<file path="config.mk">
export PLATFORM = sky130hd
export DESIGN_NAME = cache_mem_arbiter
export DESIGN_NICKNAME = d
export VERILOG_FILES = /design/src/rtl/cache_mem_arbiter.sv
export SDC_FILE = /design/constraint.sdc
export NUM_CORES = 1
export LEC_CHECK = 0
export ABC_AREA = 0
export CORE_AREA = 2 2 99 101
export CTS_BUF_LIST = sky130_fd_sc_hd__clkbuf_8 sky130_fd_sc_hd__clkbuf_16
export DETAILED_ROUTE_END_ITERATION = 7
export DIE_AREA = 0 0 101 103
export PLACE_DENSITY = 0.86
export SYNTH_ARGS = -nofsm -noshare
export SYNTH_HDL_FRONTEND = slang
export SYNTH_SLANG_ARGS = --single-unit
</file>
<file path="constraint.sdc">
create_clock -name sys_clk -period 3.47 [get_ports sys_clk]
set_input_delay 0.5205 -clock sys_clk [delete_from_list [all_inputs] [get_ports sys_clk]]
set_output_delay 0.5205 -clock sys_clk [all_outputs]
set_load 0.005 [all_outputs]
</file>
<file path="src/rtl/cache_mem_arbiter.sv">
// Round-robin arbiter sharing the single-port cache RAM between m0 and m1, with optional zero-fill sweep after reset.
// Grants are combinational, read data returns one cycle later; define CACHE_ARB_LOCK_EN to add m0_lock/m1_lock grant holding.
module cache_mem_arbiter #(
    parameter int ADDR_W         = 14,
    parameter bit CLEAR_ON_RESET = 1'b1
) (
    input  logic              sys_clk,
    input  logic              sys_rst,
    input  logic              m0_req,
    input  logic              m0_we,
    input  logic [3:0]        m0_sel,
    input  logic [ADDR_W-1:0] m0_addr,
    input  logic [31:0]       m0_wdata,
    output logic              m0_gnt,
    output logic              m0_rvalid,
    output logic [31:0]       m0_rdata,
    input  logic              m1_req,
    input  logic              m1_we,
    input  logic [3:0]        m1_sel,
    input  logic [ADDR_W-1:0] m1_addr,
    input  logic [31:0]       m1_wdata,
    output logic              m1_gnt,
    output logic              m1_rvalid,
    output logic [31:0]       m1_rdata,
`ifdef CACHE_ARB_LOCK_EN
    input  logic              m0_lock,
    input  logic              m1_lock,
`endif
    output logic [ADDR_W-1:0] mem_addr,
    output logic [31:0]       mem_data_wr,
    output logic              mem_we,
    output logic [3:0]        mem_we_sel,
    input  logic [31:0]       mem_data_rd,
    output logic              init_busy
);

    typedef enum logic {CLEAR = 1'b0, RUN = 1'b1} state_t;

    localparam logic [ADDR_W:0] CLR_LAST = {1'b0, {ADDR_W{1'b1}}};

    state_t            state, state_nxt;
    logic [ADDR_W:0]   clr_addr, clr_addr_nxt;
    logic              rr_last;
    logic              rd_pend;
    logic              rd_owner;
    logic [ADDR_W-1:0] addr_hold;
    logic              hold0, hold1;

`ifdef CACHE_ARB_LOCK_EN
    logic gnt_prev;

    // A lock only sticks to the port that actually won the previous cycle.
    assign hold0 = gnt_prev && !rr_last && m0_req && m0_lock;
    assign hold1 = gnt_prev &&  rr_last && m1_req && m1_lock;

    always_ff @(posedge sys_clk or posedge sys_rst) begin
        if (sys_rst) begin
            gnt_prev <= 1'b0;
        end else begin
            gnt_prev <= m0_gnt || m1_gnt;
        end
    end
`else
    assign hold0 = 1'b0;
    assign hold1 = 1'b0;
`endif

    always_comb begin
        state_nxt    = state;
        clr_addr_nxt = clr_addr;
        m0_gnt       = 1'b0;
        m1_gnt       = 1'b0;
        mem_addr     = addr_hold;
        mem_data_wr  = 32'h0;
        mem_we       = 1'b0;
        mem_we_sel   = 4'h0;
        if (!sys_rst) begin
            if (state == CLEAR) begin
                mem_addr     = clr_addr[ADDR_W-1:0];
                mem_we       = 1'b1;
                mem_we_sel   = 4'hF;
                clr_addr_nxt = clr_addr + 1'b1;
                if (clr_addr == CLR_LAST) begin
                    state_nxt = RUN;
                end
            end else begin
                if (hold0) begin
                    m0_gnt = 1'b1;
                end else if (hold1) begin
                    m1_gnt = 1'b1;
                end else if (m0_req && m1_req) begin
                    m0_gnt = rr_last;
                    m1_gnt = !rr_last;
                end else begin
                    m0_gnt = m0_req;
                    m1_gnt = m1_req;
                end

                if (m0_gnt) begin
                    mem_addr    = m0_addr;
                    mem_data_wr = m0_wdata;
                    mem_we      = m0_we;
                    mem_we_sel  = m0_we ? m0_sel : 4'h0;
                end else if (m1_gnt) begin
                    mem_addr    = m1_addr;
                    mem_data_wr = m1_wdata;
                    mem_we      = m1_we;
                    mem_we_sel  = m1_we ? m1_sel : 4'h0;
                end
            end
        end
    end

    always_ff @(posedge sys_clk or posedge sys_rst) begin
        if (sys_rst) begin
            state     <= CLEAR_ON_RESET ? CLEAR : RUN;
            clr_addr  <= '0;
            rr_last   <= 1'b1;
            rd_pend   <= 1'b0;
            rd_owner  <= 1'b0;
            addr_hold <= '0;
        end else begin
            state     <= state_nxt;
            clr_addr  <= clr_addr_nxt;
            addr_hold <= mem_addr;
            rd_pend   <= (m0_gnt && !m0_we) || (m1_gnt && !m1_we);
            if (m0_gnt || m1_gnt) begin
                rr_last  <= m1_gnt;
                rd_owner <= m1_gnt;
            end
        end
    end

    assign init_busy = (state == CLEAR);
    assign m0_rvalid = rd_pend && !rd_owner;
    assign m1_rvalid = rd_pend &&  rd_owner;
    assign m0_rdata  = m0_rvalid ? mem_data_rd : 32'h0;
    assign m1_rdata  = m1_rvalid ? mem_data_rd : 32'h0;

endmodule

</file>
Word level (Yosys, flattened, before mapping)
Index checks and enable logic that the tools add are counted.
- $add $sub $neg: 1
- equal/unequal tests: 1
- muxes and demuxes: 32
- bitwise gates (word level): 2
- reduce and logical (&&, ||, !) cells: 12
- operators by type and width (cell ; count):
    two-way mux 32 bit ; 6
    two-way mux 14 bit ; 4
    two-way mux 4 bit ; 6
    two-way mux 1 bit ; 16
    adder 15 x 1 -> 15 bit, second input constant ; 1
    == test 15 x 14 -> 1 bit, second input constant ; 1
    logical AND 1 bit ; 5
    logical NOT 1 bit ; 4
    logical OR 1 bit ; 2
    inverter 1 bit ; 2
    AND reduction 2 bit ; 1
- register bits after elaboration: 33
- input port bits: 138
- output and inout port bits: 120
- logic and storage cells: 54

Logic depth before layout (Yosys ltp)
Gate-level depths: netlist of the first run.
- depth after elaboration: 8
- depth in mapped cells: 7
- depth with buffers taken out: 5

Worst setup path before layout of the first run
Ideal clock, no wire load.
- kind: in2out
- from: in sys_rst
- to: out mem_addr[8]
- arrival: 2.351 ns
- data required time: 2.949 ns
- setup slack: 0.598 ns
- stages: 6
- path buffers: 2
- path through: buf_6 > inv_2 > clkbuf_1 > and3_2 > a221oi_1 > o21ai_1
- cells in the longest elaborated chain, start to end: 1
- ends and longest elaborated chain (element ; RTL line ; text):
    from (decl) ; 8 ; input logic sys_rst,
    two-way mux 14 bit ; 77 ; if (!sys_rst) begin
    to (decl) ; 29 ; output logic [ADDR_W-1:0] mem_addr,
No other way between the ends.

Final worst setup path of the first run
- from: in sys_rst
- to: out mem_addr[6]
Same word-level chain as after synthesis.

==> results of run 1 <==
[worst paths after layout]
| kind | start | to | slack (ps) | cells after the start |
|---|---|---|---|---|
| worst min register to register | clr_addr[14] | clr_addr[14] | 480 | 1 |
| min in group asynchronous | sys_rst | clr_addr[10] | 700 | 2 |
| worst max register to register | rr_last | addr_hold[6] | 1770 | 6 |
| worst min-delay path | clr_addr[14] | clr_addr[14] | 480 | 1 |
| max in group asynchronous | sys_rst | rr_last | 2180 | 3 |
| worst max-delay path | sys_rst | mem_addr[6] | 330 | 8 |
[cell families after synthesis]
group	after synthesis
AO/OA/AOI/OAI	72
XOR/XNOR	14
adder cells (fa/ha/maj)	1
buffers and inverters	32
flip-flops	33
multiplexers	15
AND/OR/NAND/NOR	118
[Yosys cell counts (2+ instances only)]
master    instances  share of area, %
and3_1           45                11
and2_1           36               8.4
dfrtp_1          32                30
a22o_1           31                10
mux2i_1          14               5.2
clkbuf_1         13               1.8
a221oi_1         12               3.9
nand2_1          12               1.7
o21ai_0          10               1.9
xnor2_1          10               3.3
buf_6             8               3.4
a21oi_1           5              0.94
a22oi_1           4               1.1
nand3_1           4              0.75
nor2_1            4              0.56
o21ai_1           4              0.75
xor2_1            4               1.3
buf_8             3               1.7
inv_1             3              0.42
inv_2             3              0.42
nor3_1            3              0.56
a221oi_2          2               1.1
[power breakdown]
group	internal, W	switching [W]	leakage (nW)
logic	0.000394	0.000232	1.85
registers	0.000422	0.0000228	0.415
clock network	0.000285	0.000152	0.0681
total	0.00110	0.000407	2.34
[registers in the layout, summed over array words and instances (netlist names)]
signal and count:
addr_hold 14, clr_addr 15, rd_owner 1, rd_pend 1
rr_last 1, state 1
[critical path: stages]
cell and delay (ps):
clkdlybuf4s50_1 510, nor2b_4 170, nand3_2 140, inv_2 190, buf_12 240, a221oi_1 100, o21ai_0 150, clkdlybuf4s50_1 580
[metrics by stage]
step                      worst slack (ps)  total power (W)  instance area, um^2
final                                331.4         0.001509                 5423
after global routing                 190.3         0.001578                 5423
after global placement               438.3         0.001062                 5289
after floorplan                      598.2        0.0006724                 2675
after CTS                            316.2         0.001515                 5423
after detailed placement             335.5         0.001075                 5289
[routing by layer]
metal	up-vias	wire, um	GRT usage [%]
li1	1555	-	-
met1	1604	5047	26.31
met5	-	0	0
met4	0	268	5.821
met3	21	761	3.932
met2	138	6479	40.67
[cell type report]
cell class / instances / area [um^2] / area share, %
inverter: 6 / 22.52 / 0.4153
clock inverter: 3 / 65.06 / 1.200
tap: 114 / 142.6 / 2.630
multi-input combinational: 220 / 1629 / 30.04
clock buffer: 5 / 68.82 / 1.269
timing repair buffer: 268 / 2668 / 49.19
sequential: 33 / 827.0 / 15.25
[cells in the final DEF, fill, tap and decap left out, types with 10 or more instances in the layout]
master / synthesis / layout
nand2_1: 12 / 12
o21ai_0: 10 / 10
xnor2_1: 10 / 10
and2_1: 36 / 36
dfrtp_1: 32 / 32
a221oi_1: 12 / 12
a22o_1: 31 / 31
and3_1: 45 / 45
clkdlybuf4s50_1: 0 / 257
mux2i_1: 14 / 14
buf_4: 1 / 10
==> qor.txt, run 1 <==
Yosys cell types: 45
Detailed placement HPWL: 10080 um
Routed length per instance: 19.35 um
CP Max Fanout: 41
Pleak: 2.336 nW
Site Rows: 36
Clk sink count: 33
Via density: 5.112
Die ar.: 10400 um^2
Clk_lat worst skew: 290 ps
Remaining Overflow, GRT: 0
Status: finished clean
Tmin final: 3139 ps
Core Footprint: 9459 um^2
Final std cells w/o fill: 649
Synth Instances: 285
DRC viols: 0
Worst Hold Class: reg -> reg
Simple-Gate Fraction of Synth Area: 28.20%
I/O Buffers: 257
Number of global-route vias before repair: 3141
RSZ-0062 raised after global routing: false
Synth Area in Adders: 0.4677%
Most used DFF post-synth: dfrtp_1
Initial DRC Count: 119
Arrival time worst endpoint: 2620 ps
Final setup vio count: 0
Via Count: 3318
Hold_buf cts: 0
CTS Buf Count: 5
Final #Nets: 673
CTS tree: yes
Fin crit share: 90.45%
Clock Path Buffers: 2
Slew headroom: 65.34%
Synthesized area: 2675 um^2
Initial Util: 28.28%
FILL cells: 848
Final setup TNS: 0 ps
Crit Path Class: in -> out
Worst Tran Pin Value: 518.7 ps
Synthesized area per cell: 9.386 um^2
Layout Utilization: 57.33%
Max Cap Viol: 0
Syn nets: 424
Die Ht: 103 um
Setup Fix Bufs, Post-CTS: 0
Clk slew on worst S/H paths: 70 ps
Gr usage total: 22.00%
Complex-gate fraction of the synthesized area: 21.98%
Placer Congestion: 0.8706
Root Buffer: clkbuf_8
Multiplexer share of the synthesized area: 5.659%
Post-synthesis register bit count: 33
Startpoint types: input pin
Global-route wire length before repair: 17600 um
Area growth from synthesis to layout: 102.7%
Number of antenna diodes: 0
Pwr Density: 278.3 nW/um^2
Synthesis Warnings: 0
Clock Skew: 10.16 ps
Wirelength, routed: 12560 um
Ports: 258
Final ANT Viol Nets: 0
CP Capture Type: output pin
First-pass DRT Iterations: 4
H-tree depth: 2
Post-synthesis xor/xnor area fraction: 4.584%
Synth async-reset ratio: 100.0%
WP data required: 2950 ps
WHS: 483.6 ps
Antenna violations before repair: 0
Register area share after synthesis: 30.92%
EDFF count, synth: 0
Largest family of logic cells by synthesized area: simple AND/OR/NAND/NOR gates
Fmax: 0.3186 GHz
Die Wd: 101 um
CTS resizes: 0
Final hold vios: 0
Largest net degree at the start of global routing: 42
Max Slew Vio Count: 0
Peak VDD IR: 0.2701 mV
Placed Instances: 641
Layout cells sized above 1: 7.103%
(Power assumes the default switching activity.)
==> run 2: changes to the inputs <==
SETUP_SLACK_MARGIN = 0.1   (was unset)
==> results of run 2 <==
Same layout as run 1: the final DEF is identical, and so are final timing and power.
==> run 3: changes to the inputs <==
ABC_CLOCK_PERIOD_IN_PS = 3470   (was unset)
CAP_MARGIN = 20   (was unset)
==> results of run 3 <==
Same layout as run 1: the final DEF is identical, and so are final timing and power.
==> variant 1, RTL diff (settings of run 2) <==
Change the parameter `ADDR_W` from 14 to 15.
--- a/src/rtl/cache_mem_arbiter.sv
+++ b/src/rtl/cache_mem_arbiter.sv
@@ -3,3 +3,3 @@
 module cache_mem_arbiter #(
-    parameter int ADDR_W         = 14,
+    parameter int ADDR_W         = 15,
     parameter bit CLEAR_ON_RESET = 1'b1
Interface: changed (resized m0_addr, m1_addr and mem_addr); port bits go from 258 to 261. The function was not compared with the original's and may differ.
==> variant 1 against run 2 <==
Clock skew decreased by 0.0023 ns. Wire length up 13%. Synthesized area is 8.4% higher. Count of clock-buffer cells in the layout unchanged. Register-to-register slack hardly changed. Sequential cell count increased by 2. First-iteration DRC count grew to 2.6 times the old value. Design area rose by 4.5%. Power fell by 6.6%. Setup slack lost 0.088 ns.
==> variant 1: results (changes against run 2) <==
INFO  metric yosysUniqueCellTypes = 40 (was 45)
INFO  metric placed_cell_count = 693 (was 641)
INFO  metric io_buffers = 260 (was 257)
INFO  metric min_delay_worst_endpoint = clr_addr[15]$_DFFE_PP0P_ (was clr_addr[14]$_DFFE_PP0P_)
INFO  metric wl_per_cell = 20.3 um (was 19.3 um)
INFO  metric dpl.hpwl = 11400 um (was 10100 um)
INFO  metric timing.final.crit_period = 3.23 ns (was 3.14 ns)
INFO  metric synth_area_leaders = sky130_fd_sc_hd__dfrtp_1, sky130_fd_sc_hd__a22o_1, sky130_fd_sc_hd__and2_1 (was sky130_fd_sc_hd__dfrtp_1, sky130_fd_sc_hd__and3_1, sky130_fd_sc_hd__a22o_1)
INFO  metric antenna_found_initial = 1 (was 0)
INFO  metric layout.filler_cells = 795 (was 848)
INFO  metric gpl.final_weighted_congestion = 0.868 (was 0.871)
INFO  metric postPlaceCellArea = 0.00558 mm2 (was 0.00529 mm2)
INFO  metric holdCritStartpoint = clr_addr[15]$_DFFE_PP0P_ (was clr_addr[14]$_DFFE_PP0P_)
INFO  metric r2r-end = clr_addr[13]$_DFFE_PP0P_ (was addr_hold[6]$_DFF_PP0_)
INFO  metric drt_wl_total = 14200 um (was 12600 um)
INFO  metric critPathCapture = mem_we_sel[2] (was mem_addr[6])
INFO  metric run_status = completed (unchanged)
INFO  metric syn_nets = 481 (was 424)
INFO  metric clock_skew = 0.00782 ns (was 0.0102 ns)
INFO  metric preCtsSetupSlack = 0.202 ns (was 0.335 ns)
INFO  metric r2r_start = state$_DFFE_PP0N_ (was rr_last$_DFFE_PP1P_)
INFO  metric cpPeakStageDelay = 0.68 ns (was 0.58 ns)
INFO  metric pwr.group.clock = 278 uW (was 438 uW)
INFO  metric power_sequential = 476 uW (was 445 uW)
INFO  metric largest_registers = clr_addr (16), addr_hold (15) (was clr_addr (15), addr_hold (14))
INFO  metric synth.yosys.seq_area_share = 0.303 (was 0.309)
INFO  metric synth.top_cells.by_count = sky130_fd_sc_hd__a22o_1, sky130_fd_sc_hd__and2_1, sky130_fd_sc_hd__dfrtp_1, sky130_fd_sc_hd__nor2_1, sky130_fd_sc_hd__and3_1 (was sky130_fd_sc_hd__and3_1, sky130_fd_sc_hd__and2_1, sky130_fd_sc_hd__dfrtp_1)
INFO  metric drive_gt1_frac = 0.0477 (was 0.0710)
INFO  metric power.total = 1.41 mW (was 1.51 mW)
INFO  metric syn_avg_cell_area = 8.53 um2 (was 9.39 um2)
INFO  metric grt_pass1_vias = 3628 (was 3141)
INFO  metric firstDrtPassIters = 5 (was 4)
INFO  metric hold_slack = 0.482 ns (was 0.484 ns)
INFO  metric detail_route.iter0.violations = 314 (was 119)
==> variant 1: kinds of logic after synthesis <==
kind of cell	share of synthesized area
AND/OR/NAND/NOR	0.298
AO/OA/AOI/OAI	0.230
buffers and inverters	0.0673
flip-flops	0.303
XOR/XNOR	0.0453
multiplexers	0.0522
adder cells (fa/ha/maj)	0.00432
==> variant 1: cell type report <==
class | count | area, um2 | share of cell area
multi-input cells | 267 | 1830 | 0.322
flip-flops and latches | 35 | 877 | 0.155
clock buffers | 5 | 68.8 | 0.0121
repair buffers | 272 | 2720 | 0.480
well taps | 114 | 143 | 0.0252
clock inverters | 3 | 11.3 | 0.00199
inverters | 5 | 18.8 | 0.00331
==> variant 1: critical path: cells and delay by family <==
family	cells	cell delay (ns)
buffers and inverters	2	1.23
AOI/OAI and AO/OA	3	0.66
and+or+nand+nor	1	0.28
==> variant 1: routing by layer <==
metal	part of all wire	up-vias
met2	0.48	200
met4	0.0063	2
met3	0.10	12
met5	0.00098	-
met1	0.41	1725
li1	-	1738
==> variant 2, RTL diff (settings of run 2) <==
Without the edit above. `addr_hold` no longer has a reset.
--- a/src/rtl/cache_mem_arbiter.sv
+++ b/src/rtl/cache_mem_arbiter.sv
@@ -120,3 +120,2 @@
             rd_owner  <= 1'b0;
-            addr_hold <= '0;
         end else begin
@@ -124,3 +123,2 @@
             clr_addr  <= clr_addr_nxt;
-            addr_hold <= mem_addr;
             rd_pend   <= (m0_gnt && !m0_we) || (m1_gnt && !m1_we);
@@ -131,2 +129,6 @@
         end
+    end
+
+    always_ff @(posedge sys_clk) begin
+        addr_hold <= mem_addr;
     end
Check against the original RTL: differs if sys_rst is asserted again (counterexample within 4 cycles, from zero or initial values and one cycle with sys_rst high); with sys_rst held inactive, the same outputs for 10 cycles.
==> variant 2 against run 2 <==
Setup slack worse by 0.050 ns. Sequential power is 4% higher. Sequential cell count stayed put. Clock power is 33% lower. Global-route usage is 1.7 points higher. Synthesized area is 2.6% lower. Maximum frequency is 1.6% lower. Design area is 2.7% lower. Wire length is 5.1% higher. Power is 10% lower. Core utilization is 1.6 points lower. Largest cell class unchanged.
==> variant 2: results (changes against run 2) <==
INFO  metric drive_gt1_frac = 0.0620 (was 0.0710)
INFO  metric h_tree_levels = 2 (unchanged)
INFO  metric largest_net_degree_at_the_start_of_global_routing = 36 (was 42)
INFO  metric cts.reportedPaths.clkPinSlew = 0.07 ns (about the same)
INFO  metric critical_path_arrival = 2.67 ns (was 2.62 ns)
INFO  metric synth.yosys.seq_area_share = 0.291 (was 0.309)
INFO  metric syn_nets = 424 (unchanged)
INFO  metric synth_area_leaders = sky130_fd_sc_hd__dfrtp_1, sky130_fd_sc_hd__and3_1, sky130_fd_sc_hd__dfxtp_1 (was sky130_fd_sc_hd__dfrtp_1, sky130_fd_sc_hd__and3_1, sky130_fd_sc_hd__a22o_1)
INFO  metric synth.top_cells.by_count = sky130_fd_sc_hd__and3_1, sky130_fd_sc_hd__and2_1, sky130_fd_sc_hd__a22o_1 (was sky130_fd_sc_hd__and3_1, sky130_fd_sc_hd__and2_1, sky130_fd_sc_hd__dfrtp_1)
INFO  metric timing.critical_path.slowest_stage_cell = sky130_fd_sc_hd__clkdlybuf4s50_1 (unchanged)
INFO  metric hold_path_class = reg -> reg (unchanged)
INFO  metric gpl.final_weighted_congestion = 0.927 (was 0.871)
INFO  metric leakage = 2.25 nW (was 2.34 nW)
INFO  metric slew-limit-headroom = 0.400 (was 0.653)
INFO  metric cts-buffers-inserted = 5 (unchanged)
INFO  metric clock_path_buffers = 2 (unchanged)
INFO  metric synth_warnings = 0 (unchanged)
INFO  metric detail_route.iter0.violations = 118 (was 119)
INFO  metric run_status = completed (unchanged)
INFO  metric ys.flop_type = sky130_fd_sc_hd__dfrtp_1 (unchanged)
INFO  metric postCtsSetupBuffers = 0 (unchanged)
INFO  metric yosysUniqueCellTypes = 46 (was 45)
INFO  metric synth_async_sr_flop_share = 0.576 (was 1.00)
INFO  metric cts_root_buf = sky130_fd_sc_hd__clkbuf_8 (unchanged)
INFO  metric io_buffers = 257 (unchanged)
INFO  metric largest_registers = clr_addr (15), addr_hold (14) (unchanged)
INFO  metric firstDrtPassIters = 4 (unchanged)
INFO  metric cts.hold.buffers_added = 0 (unchanged)
INFO  metric critical_path_peak_fanout = 19 (was 41)
INFO  metric detail_route.vias_per_cell = 5.10 (was 5.11)
INFO  metric cts_resized = 0 (unchanged)
INFO  metric clock_skew = 0.00565 ns (was 0.0102 ns)
INFO  metric antenna_found_initial = 0 (unchanged)
INFO  metric antenna_cells = 0 (unchanged)
INFO  metric vdd_drop_max = 0.000180 V (was 0.000270 V)
INFO  metric grt_pass1_vias = 3218 (was 3141)
INFO  metric preCtsSetupSlack = 0.287 ns (was 0.335 ns)
INFO  metric post_layout_nets = 670 (was 673)
INFO  metric wl_per_cell = 20.4 um (was 19.3 um)
INFO  metric cpPeakStageDelay = 0.55 ns (was 0.58 ns)
INFO  metric worst_skew_pair.late_latency = 0.28 ns
INFO  metric dpl.hpwl = 10600 um (was 10100 um)
INFO  metric cpLargestDelayFamily = buffers and inverters (unchanged)
INFO  metric grt_first_pass_wirelength = 18800 um (was 17600 um)
INFO  metric global_route.usage.total = 0.237 (was 0.220)
[variant 2: worst paths after layout]
| path | endpoint | from | cells past startpoint | slack [ns] |
|---|---|---|---|---|
| min reg2reg | rr_last$_DFFE_PP1P_ | rr_last$_DFFE_PP1P_ | 2 | 0.49 |
| max in group asynchronous | clr_addr[7]$_DFFE_PP0P_ | sys_rst | 3 | 2.28 |
| max reg2reg | addr_hold[6]$_DFF_P_ | state$_DFFE_PP0N_ | 4 | 1.66 |
| max | mem_data_wr[30] | sys_rst | 7 | 0.28 |
| min in group asynchronous | clr_addr[14]$_DFFE_PP0P_ | sys_rst | 2 | 0.72 |
| min | rr_last$_DFFE_PP1P_ | rr_last$_DFFE_PP1P_ | 2 | 0.49 |
[variant 2: kinds of logic after synthesis]
kind of cell / after synthesis / synth area share
XOR/XNOR: 14 / 0.0471
AO/OA/AOI/OAI: 72 / 0.226
flip-flops: 33 / 0.291
AND/OR/NAND/NOR: 118 / 0.290
buffers and inverters: 32 / 0.0841
multiplexers: 15 / 0.0581
adder cells (fa/ha/maj): 1 / 0.00480
[variant 2: layout make-up]
| cell class | instances | area, um2 |
|---|---|---|
| multi-input combinational | 220 | 1630 |
| timing repair buffer | 265 | 2630 |
| fill | 837 | 4190 |
| inverter | 6 | 22.5 |
| tap | 114 | 143 |
| clock buffer | 6 | 82.6 |
| sequential | 33 | 757 |
| clock inverter | 2 | 7.51 |
[variant 2: per-stage QoR]
step                      hold slack, ns  cells  power (mW)  instance area (um2)
after CTS                          0.494    646        1.36                 5270
after global routing               0.516    646        1.42                 5270
after floorplan                    0.442    285       0.669                 2610
after detailed placement           0.483    638        1.07                 5180
after global placement             0.455    638        1.06                 5180
final                              0.493    646        1.36                 5270
[variant 2: worst register-to-register path: cells and delay by family (launching register included)]
family | cells | cell delay (ns)
buffers and inverters | 1 | 0.33
AOI/OAI and AO/OA | 2 | 0.39
and+or+nand+nor | 1 | 0.29
DFF | 1 | 0.65
[variant 2: per-layer routing]
layer | GRT usage | part of all wire | vias to the layer above
li1 | - | - | 1546
met1 | 0.262 | 0.37 | 1557
met2 | 0.435 | 0.52 | 165
met3 | 0.0631 | 0.081 | 25
met4 | 0.0915 | 0.031 | 0
met5 | 0 | 0 | -
[variant 2: power by group]
part           internal [mW]  switching [mW]  leakage [nW]
Sequential             0.422          0.0396         0.358
Combinational          0.389           0.214          1.84
Clock                  0.156           0.138        0.0538
Total                  0.967           0.392          2.25
